`config.mk`:
```
export PLATFORM = sky130hd
export DESIGN_NAME = bcd_serial_adder
export DESIGN_NICKNAME = d
export VERILOG_FILES = /design/src/rtl/bcd_pkg.sv /design/src/rtl/bcd_digit_add.sv /design/src/rtl/bcd_serial_adder.sv
export SDC_FILE = /design/constraint.sdc
export NUM_CORES = 1
export LEC_CHECK = 0
export CAP_MARGIN = 40
export CORE_MARGIN = 8
export CORE_UTILIZATION = 46
export DETAILED_ROUTE_END_ITERATION = 8
export GPL_TIMING_DRIVEN = 1
export PLACE_DENSITY = 0.82
export SYNTH_ARGS = -nofsm -noshare
export SYNTH_HDL_FRONTEND = slang
export SYNTH_SLANG_ARGS = --single-unit
```
`constraint.sdc`:
```
create_clock -name clk -period 3.7 [get_ports clk]
set_clock_uncertainty 0.05 [all_clocks]
set_input_delay 0.555 -clock clk [delete_from_list [all_inputs] [get_ports clk]]
set_output_delay 0.555 -clock clk [all_outputs]
set_load 0.005 [all_outputs]
```
`src/rtl/bcd_pkg.sv`:
```
// Shared constants and FSM state type for the digit-serial BCD adder.
// Used by bcd_digit_add and bcd_serial_adder.
package bcd_pkg;

  localparam int BCD_DIGIT_W = 4;
  localparam int BCD_MAX     = 9;
  localparam int BCD_CORR    = 6;

  typedef enum logic [1:0] {
    IDLE = 2'd0,
    ADD  = 2'd1,
    DONE = 2'd2
  } bcd_state_t;

  function automatic logic digit_bad(
    input logic [BCD_DIGIT_W-1:0] d
  );
    return d > BCD_DIGIT_W'(BCD_MAX);
  endfunction

endpackage

```
`src/rtl/bcd_digit_add.sv`:
```
// Single-digit combinational BCD adder with decimal carry in and out.
// One instance is time-shared across all digits by bcd_serial_adder.
module bcd_digit_add
  import bcd_pkg::*;
(
  input  logic [BCD_DIGIT_W-1:0] da,
  input  logic [BCD_DIGIT_W-1:0] db,
  input  logic                   ci,
  output logic [BCD_DIGIT_W-1:0] dsum,
  output logic                   co
);

  logic [BCD_DIGIT_W:0] t;

  always_comb begin
    t = {1'b0, da} + {1'b0, db}
      + {{BCD_DIGIT_W{1'b0}}, ci};
    if (t > (BCD_DIGIT_W+1)'(BCD_MAX)) begin
      dsum = t[BCD_DIGIT_W-1:0]
           + BCD_DIGIT_W'(BCD_CORR);
      co   = 1'b1;
    end else begin
      dsum = t[BCD_DIGIT_W-1:0];
      co   = 1'b0;
    end
  end

endmodule

```
`src/rtl/bcd_serial_adder.sv`:
```
// Digit-serial packed-BCD adder, LSD first, one digit per cycle.
// Define BCD_INPUT_CHECK_EN to add the err port flagging non-BCD inputs.
module bcd_serial_adder
  import bcd_pkg::*;
#(
  parameter int DIGITS = 4
) (
  input  logic                          clk,
  input  logic                          rst_n,
  input  logic                          in_valid,
  output logic                          in_ready,
  input  logic [BCD_DIGIT_W*DIGITS-1:0] a,
  input  logic [BCD_DIGIT_W*DIGITS-1:0] b,
  input  logic                          cin,
  output logic                          out_valid,
  input  logic                          out_ready,
  output logic [BCD_DIGIT_W*DIGITS-1:0] sum,
  output logic                          cout,
  output logic                          busy
`ifdef BCD_INPUT_CHECK_EN
  ,
  output logic                          err
`endif
);

  localparam int W  = BCD_DIGIT_W * DIGITS;
  localparam int IW = (DIGITS > 1) ? $clog2(DIGITS) : 1;

  bcd_state_t state_q, state_d;

  logic [W-1:0]  a_q, b_q, sum_q;
  logic [IW-1:0] idx_q;
  logic          carry_q;
  logic          last;

  logic [BCD_DIGIT_W-1:0] da, db, dsum;
  logic                   co;

  assign last = idx_q == IW'(DIGITS - 1);

  always_ff @(posedge clk or negedge rst_n) begin
    if (!rst_n) state_q <= IDLE;
    else        state_q <= state_d;
  end

  always_comb begin
    state_d = state_q;
    unique case (state_q)
      IDLE: if (in_valid)  state_d = ADD;
      ADD:  if (last)      state_d = DONE;
      DONE: if (out_ready) state_d = IDLE;
      default:             state_d = IDLE;
    endcase
  end

  always_comb begin
    in_ready  = 1'b0;
    out_valid = 1'b0;
    busy      = 1'b0;
    unique case (state_q)
      IDLE:    in_ready  = 1'b1;
      ADD:     busy      = 1'b1;
      DONE: begin
        out_valid = 1'b1;
        busy      = 1'b1;
      end
      default: in_ready  = 1'b0;
    endcase
  end

  // Operand digit select for the shared single-digit adder.
  always_comb begin
    da = '0;
    db = '0;
    for (int i = 0; i < DIGITS; i++) begin
      if (idx_q == IW'(i)) begin
        da = a_q[i*BCD_DIGIT_W +: BCD_DIGIT_W];
        db = b_q[i*BCD_DIGIT_W +: BCD_DIGIT_W];
      end
    end
  end

  bcd_digit_add u_digit (
    .da   (da),
    .db   (db),
    .ci   (carry_q),
    .dsum (dsum),
    .co   (co)
  );

  always_ff @(posedge clk or negedge rst_n) begin
    if (!rst_n) begin
      a_q     <= '0;
      b_q     <= '0;
      sum_q   <= '0;
      idx_q   <= '0;
      carry_q <= 1'b0;
    end else begin
      unique case (state_q)
        IDLE: if (in_valid) begin
          a_q     <= a;
          b_q     <= b;
          carry_q <= cin;
          idx_q   <= '0;
          sum_q   <= '0;
        end
        ADD: begin
          for (int i = 0; i < DIGITS; i++) begin
            if (idx_q == IW'(i))
              sum_q[i*BCD_DIGIT_W +: BCD_DIGIT_W] <= dsum;
          end
          carry_q <= co;
          if (!last) idx_q <= idx_q + IW'(1);
        end
        default: ;
      endcase
    end
  end

  assign sum  = sum_q;
  assign cout = carry_q;

`ifdef BCD_INPUT_CHECK_EN
  logic err_q;
  logic bad;

  always_comb begin
    bad = 1'b0;
    for (int i = 0; i < DIGITS; i++) begin
      if (digit_bad(a[i*BCD_DIGIT_W +: BCD_DIGIT_W]) ||
          digit_bad(b[i*BCD_DIGIT_W +: BCD_DIGIT_W]))
        bad = 1'b1;
    end
  end

  always_ff @(posedge clk or negedge rst_n) begin
    if (!rst_n)
      err_q <= 1'b0;
    else if (state_q == IDLE && in_valid)
      err_q <= bad;
  end

  assign err = err_q;
`endif

endmodule

```
==> impl_metrics.toml <==
[status]
outcome = "completed"

[sta]
timing.final.setup_violations = 0
max_slew.worst_pin.slew_ns = 0.760
max-slew-margin-rel_pct = 48.8
fin_crit_sh_pct = 95.3
timing.hold.ws_ns = 0.133
final-hold-violation-count = 0
achievable-frequency_mhz = 284
final_max_slew_viol_count = 0
final_period_minus_worst_setup_slack_ns = 3.53
timing.final.ws_setup_ns = 0.173
fin_setup_tns_ns = 0

[clocking]
cts_hold_repair.buffers = 0
clock-root-buffer = "sky130_fd_sc_hd__clkbuf_8"
cts_made_buffers = 5
clockBufferDepth = 2
tritoncts = "built"
cts_max_level = 2
clkSinkCount = 53
clkTransAtPathRegs_ns = 0.09
clk-insertion-delay-late_ns = 0.31

[global_route]
grt_pass1_vias = 2228
wire_length_of_the_first_global_routing_pass_mm = 10.2
grt-ovfl-total = 0
initial_antenna_violation_count = 0
pin_count_of_the_biggest_net_entering_global_routing = 35
gr-usage-all-layers_pct = 14.7

[yosys]
postSynthAreaPerCell_um2 = 11.1
post_synth_mux_area_share_pct = 15.7
synth.top_cells.by_count = "sky130_fd_sc_hd__dfrtp_1 (53), sky130_fd_sc_hd__mux2_2 (36), sky130_fd_sc_hd__nand2_1 (20), sky130_fd_sc_hd__o21ai_0 (16), sky130_fd_sc_hd__a21oi_1 (13)"
async_flop_share_pct = 100
synth_compound_area_share_pct = 13.8
yosys.area_share.xor_xnor_pct = 0.663
yosysUniqueCellTypes = 32
synth.area.top_cells = "sky130_fd_sc_hd__dfrtp_1 (50%), sky130_fd_sc_hd__mux2_2 (15%), sky130_fd_sc_hd__ha_1 (5.2%), sky130_fd_sc_hd__o21ai_0 (3.0%), sky130_fd_sc_hd__nand2_1 (2.8%)"
synth_top_family_by_area = "multiplexers"
post_synth_fa_ha_maj_area_fraction_pct = 6.72
synth-main-ff-cell = "sky130_fd_sc_hd__dfrtp_1"
post-synth-top-area-cell = "sky130_fd_sc_hd__dfrtp_1"
ys_warn_count = 0
synth_top_area_share_pct = 50.2
synthCells = 238
synth_edf_count = 0
seq_area_frac_synth_pct = 50.2
synth_nets = 288
synth.cell_area_um2 = 2640
postSynthRegisterBits = 53
post-synth-top-count-cell = "sky130_fd_sc_hd__dfrtp_1"
synth_simple_gate_area_share_pct = 9.84

[cells_and_area]
area_growth_syn_to_fin_pct = 35.2
antennaDiodeCount = 0
multi_input_area_um2 = 1310
fraction_of_final_layout_cells_sized_beyond_drive_strength_1_pct = 26.3
nets = 357
ff_latch_area_um2 = 1330
fillerInstances = 456
final_area_um2 = 3570

[run]
max_cap_violations = 0

[placement]
globalplace.congestion = 0.797
post-place-ws_ns = -0.188
dpl.hpwl_mm = 4.65
port_buffers = 56
detailed_place.area_um2 = 3350

[floorplanning]
die_area_um2 = 8430
dieWidth_um = 91.8
floorplan.core_area_um2 = 5540
die_height_um = 91.8
std_cell_rows = 27
i_o_pin_cnt = 57
start_util_pct = 47.7

[worst_setup_path]
worst_r2r_startpoint = "idx_q[0]$_DFFE_PN0P_"
r2r_cells = 15
setup.worst_path.start_class = "register"
timing.reg2reg.setup_slack_ns = 0.17
worst_path_class_setup = "reg2reg"
critical_path_arrival_ns = 3.70
endpoint_kind = "register"
critical_path_required_ns = 3.87
path_max_fanout = 4
r2r_end = "sum[1]$_DFFE_PN0P_"

[drt]
route.final.wire_length_mm = 6.13
post-route-drc-count = 0
route.detailed.vias_per_inst = 5.50
wl_per_cell_um = 16.1
drt_pass1_iterations = 4
dr.first_iter.drc_count = 47
drt.antenna.violating_nets = 0
vias = 2089

[min_path]
worst_min_path_class = "in2async"
-- sequential cells by signal (all words and copies together), names as in the netlist --
register,cells
b_q,16
cout,1
state_q,2
a_q,16
sum,16
idx_q,2
-- critical path: stages, from the launching register on --
cell,delay [ns]
sky130_fd_sc_hd__dfrtp_1,0.42
sky130_fd_sc_hd__inv_2,0.09
sky130_fd_sc_hd__ha_2,0.18
sky130_fd_sc_hd__nor2b_4,0.21
sky130_fd_sc_hd__a221oi_2,0.09
sky130_fd_sc_hd__nor3_2,0.20
sky130_fd_sc_hd__a21oi_2,0.06
sky130_fd_sc_hd__fa_2,0.41
sky130_fd_sc_hd__fa_2,0.40
sky130_fd_sc_hd__xor2_2,0.20
sky130_fd_sc_hd__ha_2,0.19
sky130_fd_sc_hd__a22oi_2,0.26
sky130_fd_sc_hd__a311oi_4,0.15
sky130_fd_sc_hd__buf_4,0.21
sky130_fd_sc_hd__xnor2_4,0.14
sky130_fd_sc_hd__o31ai_1,0.19
-- worst max-delay path by stage --
stage / start / depth (start not counted) / endpoint / slack (ns)
4_1_cts: idx_q[0]$_DFFE_PN0P_ / 14 / sum[9]$_DFFE_PN0P_ / 0.01
5_1_grt: idx_q[0]$_DFFE_PN0P_ / 15 / sum[9]$_DFFE_PN0P_ / -0.04
2_1_floorplan: idx_q[0]$_DFFE_PN0P_ / 15 / sum[14]$_DFFE_PN0P_ / 0.005
3_5_place_dp: idx_q[0]$_DFFE_PN0P_ / 14 / sum[2]$_DFFE_PN0P_ / -0.19
6_report: idx_q[0]$_DFFE_PN0P_ / 15 / sum[1]$_DFFE_PN0P_ / 0.17
3_3_place_gp: idx_q[0]$_DFFE_PN0P_ / 14 / sum[14]$_DFFE_PN0P_ / -0.008
-- logic make-up after synthesis --
logic type / Yosys count
DFF: 53
AOI/OAI and AO/OA: 56
muxes: 37
xor gates and xnor gates: 2
and+or+nand+nor: 55
buffers and inverters: 22
adders and majority gates: 13
-- per-layer routing --
metal  GRT usage, %  wire, um  up-vias
met2           24.7      3040       75
met3           4.89       418       20
met5              0         0        -
met4           4.97       144        0
li1               -         -      981
met1           17.1      2520     1013
-- timing repair --
| item | 4_1_cts | 5_1_grt |
|---|---|---|
| setup buffers | 0 | 6 |
| setup endpoints to repair | 12 | 12 |
| gates resized for setup | 5 | 14 |
| pin swaps | 1 | 9 |
-- per-stage QoR --
step	utilization [%]	instances
floorplan	-	238
global placement	60.0	365
detailed placement	60.4	366
CTS	62.6	374
global route	64.5	380
finish	64.5	380
-- final cells by class --
cell class	instances	area share (%)
Clock buffer	7	2.70
Tap cell	72	2.52
Timing Repair Buffer	74	19.8
Clock inverter	1	0.140
Multi-Input combinational cell	163	36.7
Sequential cell	53	37.1
Inverter	10	1.05
-- cell usage in the layout, fill, tap and decap left out, drive strengths merged, types with 2 or more instances in the layout --
| master | netlist | layout |
|---|---|---|
| nor2 | 12 | 12 |
| o31ai | 5 | 5 |
| nor2b | 9 | 9 |
| nand2 | 20 | 20 |
| a31oi | 2 | 2 |
| clkdlybuf4s50 | 0 | 55 |
| ha | 11 | 11 |
| fa | 2 | 2 |
| buf | 3 | 19 |
| nand3 | 4 | 4 |
| mux2 | 36 | 36 |
| a221oi | 5 | 5 |
| a21o | 2 | 2 |
| inv | 10 | 10 |
| nor3 | 6 | 6 |
| o22ai | 2 | 2 |
| a22oi | 4 | 4 |
| a21oi | 13 | 13 |
| dfrtp | 53 | 53 |
| clkbuf | 9 | 7 |
| o21ai | 20 | 20 |
Power is not shown: default switching activity piles up to over one toggle a cycle in this logic, so the estimate is an artifact.
